**src/rtl/apb_master.sv**
```systemverilog
// -----------------------------------------------------------------------------
// apb_master
//
// Purpose:
//   Bridges single-cycle transfer requests from the CPU control unit onto an
//   APB bus. Each request runs one SETUP cycle and one or more ACCESS cycles.
//   Completion is signalled with a one-cycle apb_done pulse. Read data is
//   returned on apb_rdata. Slave errors are collected in a sticky apb_err flag.
//
// Configuration macro:
//   APB_TIMEOUT_EN - when defined, an ACCESS phase that waits TIMEOUT_CYCLES
//                    cycles without pready is aborted. The abort pulses
//                    apb_done, zeroes read data and sets apb_err. When the
//                    macro is undefined, ACCESS waits forever and no counter
//                    is built.
//
// Parameters:
//   APB_ADDR_W     - width of apb_addr / paddr
//   TIMEOUT_CYCLES - ACCESS wait limit (only meaningful with APB_TIMEOUT_EN)
//
// Ports:
//   cpu_clk, cpu_resetn   - clock (rising edge), async active-low reset
//   apb_req, apb_wr,
//   apb_addr              - transfer request, direction and address from CPU
//   apb_err_clr           - clears the sticky error flag
//   pready, pslverr,
//   prdata                - APB slave response
//   psel, penable,
//   pwrite, paddr         - APB master outputs
//   apb_busy              - CPU stall (request pending or transfer in flight)
//   apb_done              - one-cycle completion pulse
//   apb_rdata             - registered read data
//   apb_err               - sticky slave-error / timeout flag
// -----------------------------------------------------------------------------
module apb_master #(
   parameter int APB_ADDR_W     = 16,
   parameter int TIMEOUT_CYCLES = 255
) (
   input  logic                  cpu_clk,
   input  logic                  cpu_resetn,
   input  logic                  apb_req,
   input  logic                  apb_wr,
   input  logic [APB_ADDR_W-1:0] apb_addr,
   input  logic                  apb_err_clr,
   input  logic                  pready,
   input  logic                  pslverr,
   input  logic [31:0]           prdata,
   output logic                  psel,
   output logic                  penable,
   output logic                  pwrite,
   output logic [APB_ADDR_W-1:0] paddr,
   output logic                  apb_busy,
   output logic                  apb_done,
   output logic [31:0]           apb_rdata,
   output logic                  apb_err
);

   typedef enum logic [1:0] {
      IDLE   = 2'd0,
      SETUP  = 2'd1,
      ACCESS = 2'd2
   } state_t;

   state_t                state_q, state_d;
   logic [APB_ADDR_W-1:0] paddr_q, paddr_d;
   logic                  pwrite_q, pwrite_d;
   logic                  apb_done_q, apb_done_d;
   logic [31:0]           apb_rdata_q, apb_rdata_d;
   logic                  apb_err_q, apb_err_d;
   logic                  err_set;

   // A zero limit would abort every transfer before the slave can answer.
   if (TIMEOUT_CYCLES < 1) begin : g_bad_timeout
      $error("apb_master: TIMEOUT_CYCLES must be at least 1");
   end

`ifdef APB_TIMEOUT_EN
   // The counter holds the number of ACCESS cycles already spent waiting.
   // The abort fires in the cycle that would be wait number TIMEOUT_CYCLES.
   localparam int               CNT_W    = (TIMEOUT_CYCLES > 1) ? $clog2(TIMEOUT_CYCLES) : 1;
   localparam logic [CNT_W-1:0] CNT_LAST = CNT_W'(TIMEOUT_CYCLES - 1);

   logic [CNT_W-1:0] tmo_cnt_q, tmo_cnt_d;
`endif

   // Next-state and datapath logic.
   // paddr/pwrite load only when a request is accepted in IDLE, so they hold
   // through SETUP and every ACCESS cycle. Requests seen in SETUP or ACCESS
   // fall through the case untouched and are dropped.
   always_comb begin
      state_d     = state_q;
      paddr_d     = paddr_q;
      pwrite_d    = pwrite_q;
      apb_done_d  = 1'b0;
      apb_rdata_d = apb_rdata_q;
      err_set     = 1'b0;
`ifdef APB_TIMEOUT_EN
      tmo_cnt_d   = '0;
`endif

      case (state_q)
         IDLE: begin
            if (apb_req) begin
               paddr_d  = apb_addr;
               pwrite_d = apb_wr;
               state_d  = SETUP;
            end
         end

         SETUP: begin
            state_d = ACCESS;
         end

         ACCESS: begin
            if (pready) begin
               state_d    = IDLE;
               apb_done_d = 1'b1;
               if (!pwrite_q) begin
                  apb_rdata_d = prdata;
               end
               // pslverr is qualified by pready; the transfer still completes.
               if (pslverr) begin
                  err_set = 1'b1;
               end
            end
`ifdef APB_TIMEOUT_EN
            else if (tmo_cnt_q == CNT_LAST) begin
               state_d    = IDLE;
               apb_done_d = 1'b1;
               err_set    = 1'b1;
               if (!pwrite_q) begin
                  apb_rdata_d = '0;
               end
            end
            else begin
               tmo_cnt_d = tmo_cnt_q + CNT_W'(1);
            end
`endif
         end

         default: begin
            state_d = IDLE;
         end
      endcase

      // Set has priority so an error that lands with a clear is not lost.
      if (err_set) begin
         apb_err_d = 1'b1;
      end
      else if (apb_err_clr) begin
         apb_err_d = 1'b0;
      end
      else begin
         apb_err_d = apb_err_q;
      end
   end

   // State and datapath registers. Reset drops the bus immediately and
   // discards any transfer in flight without a completion pulse.
   always_ff @(posedge cpu_clk or negedge cpu_resetn) begin
      if (!cpu_resetn) begin
         state_q     <= IDLE;
         paddr_q     <= '0;
         pwrite_q    <= 1'b0;
         apb_done_q  <= 1'b0;
         apb_rdata_q <= '0;
         apb_err_q   <= 1'b0;
      end
      else begin
         state_q     <= state_d;
         paddr_q     <= paddr_d;
         pwrite_q    <= pwrite_d;
         apb_done_q  <= apb_done_d;
         apb_rdata_q <= apb_rdata_d;
         apb_err_q   <= apb_err_d;
      end
   end

`ifdef APB_TIMEOUT_EN
   // Wait counter; cleared whenever the FSM is outside ACCESS.
   always_ff @(posedge cpu_clk or negedge cpu_resetn) begin
      if (!cpu_resetn) begin
         tmo_cnt_q <= '0;
      end
      else begin
         tmo_cnt_q <= tmo_cnt_d;
      end
   end
`endif

   // psel/penable are decoded straight from the state register. Reset forces
   // them low asynchronously.
   assign psel      = (state_q != IDLE);
   assign penable   = (state_q == ACCESS);
   assign pwrite    = pwrite_q;
   assign paddr     = paddr_q;
   assign apb_done  = apb_done_q;
   assign apb_rdata = apb_rdata_q;
   assign apb_err   = apb_err_q;

   // The CPU must stall in the request cycle itself, before the FSM has moved.
   assign apb_busy  = apb_req | (state_q != IDLE);

endmodule
```
**config.mk**
```make
export PLATFORM = sky130hd
export DESIGN_NAME = apb_master
export DESIGN_NICKNAME = d
export VERILOG_FILES = /design/src/rtl/apb_master.sv
export SDC_FILE = /design/constraint.sdc
export NUM_CORES = 1
export LEC_CHECK = 0
export ABC_AREA = 0
export CAP_MARGIN = 20
export CORE_MARGIN = 2
export CORE_UTILIZATION = 40
export CTS_BUF_LIST = sky130_fd_sc_hd__clkbuf_4
export DETAILED_ROUTE_END_ITERATION = 10
export PLACE_DENSITY = 0.84
export SYNTH_ARGS = -nofsm -noshare
export SYNTH_HDL_FRONTEND = slang
export SYNTH_SLANG_ARGS = --single-unit
```
**constraint.sdc**
```tcl
create_clock -name cpu_clk -period 2.5 [get_ports cpu_clk]
set_input_delay 0.375 -clock cpu_clk [delete_from_list [all_inputs] [get_ports cpu_clk]]
set_output_delay 0.375 -clock cpu_clk [all_outputs]
set_load 0.01 [all_outputs]
```
==> results of run 1 <==
## stage by stage
stage	utilization	worst slack (ps)
after floorplan	-	1070
after CTS	0.657	360
final	0.657	396
after detailed placement	0.639	441
after global placement	0.639	471
after global routing	0.657	315
## per-layer routing
metal,vias up,wire length (um)
li1,636,-
met1,652,1960
met2,79,2050
met3,8,504
met4,0,53
met5,-,0
## area by class of cell
cell class	instances	area, um^2
Fill cell	396	1760
Sequential cell	53	1330
Timing Repair Buffer	112	1120
Multi-Input combinational cell	58	754
Tap cell	70	87.6
Clock inverter	3	46.3
Clock buffer	5	37.5
Inverter	1	3.75
## worst register-to-register path: cells and delay by family (launching register included)
| kind | cells | cell delay (ps) |
|---|---|---|
| buffers and inverters | 1 | 290 |
| flip-flops | 1 | 490 |
| multiplexers | 1 | 370 |
| AND/OR/NAND/NOR | 1 | 360 |
## layout by cell type (no fill, tap or decap)
| cell | count |
|---|---|
| or3_1 | 1 |
| clkinv_4 | 1 |
| dlygate4sd3_1 | 1 |
| mux2_4 | 30 |
| clkdlybuf4s50_1 | 107 |
| nor3b_2 | 1 |
| or2_2 | 1 |
| buf_4 | 2 |
| inv_1 | 1 |
| nor4bb_4 | 1 |
| nor2_1 | 1 |
| and2_2 | 1 |
| a32o_1 | 1 |
| buf_2 | 1 |
| mux2_2 | 20 |
| clkinvlp_4 | 1 |
| clkbuf_4 | 5 |
| dfrtp_1 | 53 |
| bufinv_16 | 1 |
| buf_12 | 1 |
| and2b_1 | 1 |
## cells by family (layout without fill, tap and decap cells)
| kind of cell | after synthesis | count (layout) |
|---|---|---|
| DFF | 53 | 53 |
| muxes | 50 | 50 |
| and+or+nand+nor | 7 | 7 |
| buffers and inverters | 7 | 121 |
| AOI/OAI and AO/OA | 1 | 1 |
## power groups by stage
stage	clock [mW]	sequential, mW	combinational [mW]
floorplan	0	1.71	0.745
global placement	0	1.53	1.96
detailed placement	0	1.54	1.99
CTS	0.506	1.53	2.00
global route	0.540	1.58	2.09
finish	0.487	1.52	1.97
## path summary, 6_finish.rpt
check                                 to  slack (ps)  cells after the start
min in group cpu_clk            paddr[6]         530                      1
min reg2reg                     paddr[6]         530                      1
max                             apb_busy         400                      2
min                        apb_rdata[24]         390                      2
max reg2reg                apb_rdata[30]         880                      3
max in group asynchronous       apb_done        1300                      3
## registers in the layout (all words and copies together) (netlist names)
| name | flops |
|---|---|
| apb_done | 1 |
| paddr | 16 |
| apb_rdata | 32 |
| state_q | 2 |
| apb_err | 1 |
| pwrite | 1 |
==> results by group, run 1 <==
Logic synthesis
  • Mux contribution to synthesized area: 0.315
  • Main combinational cell family by area after synthesis: multiplexers
  • Unique masters post-synth: 14
  • Seq cells post-synth: 53
  • Mapped Nets: 173
  • Cell taking the most area after synthesis: dfrtp_1
  • Yosys warns: 0
  • XOR/XNOR share of the synthesized area: 0
  • Post-Synthesis Cells: 118
  • Top-area cell type share of the netlist area: 0.618
  • Synthesized area per cell: 18.2 um^2
  • Most frequent cell after synthesis: dfrtp_1
  • Post-Synth Adder-Cell Area: 0
  • Asr flop ratio synth: 1.00
  • Post-synth top cells: 53 x dfrtp_1, 30 x mux2_4, 20 x mux2_2
  • Most used DFF post-synth: dfrtp_1
  • Synth Area in Compound Gates: 0.00466
  • Post-synth EDFFs: 0
  • Simple-gate portion of the synthesized area: 0.0227
  • Synthesized area: 2150 um^2
  • Top cells by area, synth: dfrtp_1 62%, mux2_4 21%, mux2_2 10%, buf_12 2.8%, buf_4 1.0%
  • Sequential element share of the synthesized area: 0.618

Drt
  • Vias: 1,375
  • Wire length per cell: 15.1 um
  • WL final: 4560 um
  • Iteration-0 DRC Markers: 56
  • DRC: 0
  • Post-route ant nets: 0
  • 1st-pass router iterations: 2
  • Via-per-instance ratio: 4.55

STA
  • Final Cycle Share: 0.842
  • Slew at the pin closest to its max-slew limit: 510 ps
  • Hold Slack: 387 ps
  • Final setup TNS: 0 ps
  • Final hold vios: 0
  • Crit path time final: 2100 ps
  • Final Skew: 14.6 ps
  • RSZ-0062 raised after global routing: false
  • Upper clock frequency limit: 0.475 GHz
  • Slew headroom: 0.660
  • # setup viols final: 0
  • Max-slew violations: 0

Global route
  • Busiest grt layer: met2
  • Met3 GRT Util: 0.0694
  • Met1 Usage GRT: 0.206
  • Grt met2 use: 0.246
  • Largest net degree at the start of global routing: 41
  • Global route overflow: 0
  • Initial antenna violation count: 0
  • GRT Total Usage: 0.160
  • Vias in the first global route: 1,475
  • First-pass GRT wire length: 7520 um

Floorplan
  • DIE HEIGHT: 77.3 um
  • Initial Util: 0.418
  • Die span in x: 77.3 um
  • Total Die Area: 5970 um^2
  • Rows: 26
  • Core ar.: 5140 um^2
  • I/O pin count: 109

Critical path
  • Crit-path leading delay family: flip-flops
  • Slowest cell on the critical path: dfrtp_1
  • Critical-path maximum fanout: 7
  • Crit path capture type: output pin
  • Reg2reg start: state_q[0]
  • Worst EP arrival: 1730 ps
  • CP bufs+invs: 1
  • Critical-path cell list: or3_1 -> clkdlybuf4s50_1
  • Critical path launch point type: flop
  • Crit-path max cell delay: 490 ps
  • Required time worst endpoint: 2120 ps
  • Critical Path Start: state_q[0]
  • Critical path class: flop to output pin

Place
  • Post-placement cell count: 293
  • Number of port buffers: 108
  • Routability Congestion: 0.671
  • Detail Placement HPWL: 3390 um
  • Placed inst area: 3280 um^2

Power
  • Worst vdd ir: 0.623 mV
  • Net Sw Power: 1.15 mW
  • Seq pwr share: 0.382
  • Internal: 2.83 mW
  • Leak: 1.44 nW
  • Combinational share of power: 0.495
  • Sw frac: 0.288
  • Pwr dens: 1180 nW/um^2
  • Power Total: 3.98 mW
  • Clock power share: 0.122

Cells and area
  • Antenna cell count: 0
  • Nets@finish: 286
  • Cell area after layout: 3380 um^2
  • Non-filler cells, final: 302
  • Layout cell share with drive strength beyond 1: 0.284
  • Area Overhead vs Synth: 57.3%

Clocking
  • H-tree levels: 2
  • Worst-skew pair later-pin latency: 370 ps
  • CTS root buf: clkbuf_4
  • Buffer count from post-CTS setup fixing: 0
  • CTS Buf Count: 5
  • Clock Path Buffers: 2
  • CTS Sinks: 53
  • Cts hold-fix bufs: 1
  • Worst-path clk slew: 160 ps
  • CTS tree: yes
  • Post-CTS resize count: 0

Job
  • Max-cap viol count: 0

Status
  • Status: completed

Worst hold path
  • Hold Crit Class: input port to async pin
Power figures use the tool's default switching activity.
==> run 2: changes to the inputs <==
--- a/config.mk
+++ b/config.mk
@@ -8,10 +8,10 @@
 export ABC_AREA = 0
 export CAP_MARGIN = 20
 export CORE_MARGIN = 2
-export CORE_UTILIZATION = 40
+export CORE_UTILIZATION = 37
 export CTS_BUF_LIST = sky130_fd_sc_hd__clkbuf_4
 export DETAILED_ROUTE_END_ITERATION = 10
-export PLACE_DENSITY = 0.84
+export PLACE_DENSITY = 0.82
 export SYNTH_ARGS = -nofsm -noshare
 export SYNTH_HDL_FRONTEND = slang
 export SYNTH_SLANG_ARGS = --single-unit
==> constraint.sdc (replaced) <==
create_clock -name cpu_clk -period 1.7 [get_ports cpu_clk]
set_input_delay 0.255 -clock cpu_clk [delete_from_list [all_inputs] [get_ports cpu_clk]]
set_output_delay 0.255 -clock cpu_clk [all_outputs]
set_load 0.01 [all_outputs]
==> results by group, run 2 (synthesized netlist as in run 1, its figures left out) <==
Clocking
  • CTS Buf Count: 5 (unchanged)
  • CTS tree: yes
  • Clock Path Buffers: 2 (unchanged)
  • H-tree levels: 2 (unchanged)
  • Worst-path clk slew: 160 ps (about the same)
  • Worst-skew pair later-pin latency: 380 ps (about the same)
  • CTS root buf: clkbuf_4
  • CTS Sinks: 53 (unchanged)

Cells and area
  • Non-filler cells, final: 313 (+3.6%)
  • Layout cell share with drive strength beyond 1: 0.324 (+0.0392)
  • Nets@finish: 295 (+3.1%)
  • Antenna cell count: 0 (unchanged)
  • Area Overhead vs Synth: 60.4%
  • Max reg flops: 32 (unchanged)
  • Most common cell after layout, fill and taps aside: clkdlybuf4s50_1
  • Cell area after layout: 3440 um^2 (+2.0%)
  • Fillers: 444 (+12%)
  • Most frequent cells in the layout: 104 x clkdlybuf4s50_1, 51 x dfrtp_1, 30 x mux2_4, 20 x mux2_2, 9 x buf_4

Place
  • Placed inst area: 3320 um^2 (+0.99%)
  • Routability Congestion: 0.711 (+6.0%)
  • Post-placement cell count: 299 (+2.0%)
  • Detail Placement HPWL: 3650 um (+7.7%)
  • Number of port buffers: 108 (unchanged)

STA
  • Hold Slack: 386 ps (-1.05 ps)
  • Final Skew: 13.7 ps (-0.880 ps)
  • Slew at the pin closest to its max-slew limit: 571 ps (+60.3 ps)
  • # setup viols final: 0 (unchanged)
  • Upper clock frequency limit: 0.606 GHz
  • Final hold vios: 0 (unchanged)
  • Crit path time final: 1650 ps
  • Max-slew violations: 0 (unchanged)
  • Final Cycle Share: 0.971
  • Slew headroom: 0.620 (-0.0402)

Floorplan
  • Initial Util: 0.388 (-0.0302)
  • I/O pin count: 109 (unchanged)
  • Core ar.: 5540 um^2 (+7.8%)
  • DIE HEIGHT: 80.2 um (+3.8%)
  • Total Die Area: 6430 um^2 (+7.7%)
  • Die span in x: 80.2 um (+3.8%)
  • Rows: 27 (+3.8%)

Power
  • Power Total: 5.82 mW (+46%)
  • Combinational share of power: 0.515 (+0.020)
  • Net Sw Power: 1.73 mW (+51%)
  • Internal: 4.08 mW (+44%)
  • Clock power share: 0.101 (-0.021)
  • Pwr dens: 1690 nW/um^2 (+43%)
  • Worst vdd ir: 0.966 mV (+55%)
  • Sw frac: 0.298 (+0.0101)
  • Leak: 1.48 nW (+2.8%)
  • Seq pwr share: 0.384 (+0.002)

Drt
  • Iteration-0 DRC Markers: 54 (-3.6%)
  • Met1 wire length: 2110 um (+7.7%)
  • Via-per-instance ratio: 4.62 (+1.5%)
  • Routed met3 length: 476 um (-5.6%)
  • WL final: 4930 um (+8.0%)
  • DRC: 0 (unchanged)
  • Met2 Wirelength: 2260 um (+10%)
  • Post-route ant nets: 0 (unchanged)
  • 1st-pass router iterations: 2 (unchanged)
  • Vias: 1,447 (+5.2%)
  • Max Used Layer: met4
  • Wire length per cell: 15.7 um (+4.2%)

Critical path
  • Critical path class: flop to output pin
  • Crit-path leading delay family: flip-flops
  • Critical-path cell list: or2_2 -> dlygate4sd2_1
  • Worst EP arrival: 1400 ps (-330 ps)
  • Crit path capture type: output pin
  • Slowest cell on the critical path: dfrtp_2
  • Crit-path max cell delay: 460 ps (-30 ps)
  • Critical path launch point type: flop
  • Critical-path maximum fanout: 5 (-2)
  • Required time worst endpoint: 1440 ps (-680 ps)
  • CP bufs+invs: 1 (unchanged)

Global route
  • GRT Total Usage: 0.156 (-0.00402)
  • First-pass GRT wire length: 7600 um (+1.0%)
  • Vias in the first global route: 1,528 (+3.6%)
  • Largest net degree at the start of global routing: 26 (-37%)
  • Global route overflow: 0 (unchanged)
  • Initial antenna violation count: 0 (unchanged)

Job
  • Max-cap viol count: 0 (unchanged)

Worst hold path
  • Hold Crit Class: input port to async pin

Status
  • Status: completed
[run 2: changes by cell type in the layout (fill, tap and decap cells not counted), sizes merged]
cell / delta
dlygate4sd2: +1
clkdlybuf4s50: -3
clkinvlp: +1
clkbuf: +2
bufinv: -1
buf: +8
inv: +1
clkinv: -1
clkdlybuf4s15: +1
[run 2: path summary, 6_finish.rpt]
check,to,cells past startpoint,startpoint,slack (ps)
min,apb_rdata[19],2,cpu_resetn,390
max reg2reg,apb_rdata[31],5,state_q[0],80
max in group asynchronous,state_q[0],3,cpu_resetn,660
min in group cpu_clk,apb_rdata[28],2,prdata[28],470
max,psel,2,state_q[0],50
min reg2reg,apb_err,1,apb_err,510
[run 2: through the flow]
step | util | worst slack (ps) | TNS (ps)
CTS | 0.616 | 7.09 | 0
finish | 0.622 | 48.8 | 0
global placement | 0.598 | -153 | -3940
detailed placement | 0.598 | -179 | -4550
floorplan | - | 274 | 0
global route | 0.622 | -6.67 | -6.67
[run 2: cell type report]
type	count	area, um^2	share of cell area
multi-input cells	58	754	0.219
flip-flops and latches	53	1330	0.386
clock inverters	3	26.3	0.00763
clock buffers	5	37.5	0.0109
inverters	1	3.75	0.00109
repair buffers	121	1200	0.349
well taps	72	90.1	0.0262
[run 2: layer usage]
layer / vias up / global-route usage
met1: 710 / 0.201
met2: 75 / 0.249
met3: 9 / 0.0506
met5: - / 0
li1: 653 / -
met4: 0 / 0.0508
[run 2: worst reg2reg max path: stages (launching register included)]
cell and delay, ps:
dfrtp_2 460, buf_4 150, nor4bb_4 240, buf_4 190, buf_12 160, mux2_2 340
[run 2: power groups by stage]
stage,logic [mW],clock network (mW),registers (mW)
after floorplan,1.10,0,2.51
after global placement,2.90,0,2.25
after detailed placement,2.95,0,2.28
after CTS,3.00,0.606,2.24
after global routing,3.16,0.665,2.31
final,3.00,0.590,2.23
[run 2: what timing repair did]
item	CTS	global route
setup endpoints to repair	3	21
hold buffers	1	0
buffers inserted	3	1
gates cloned	0	1
gates resized for setup	6	3
pin swaps	0	1
hold endpoints to repair	23	0
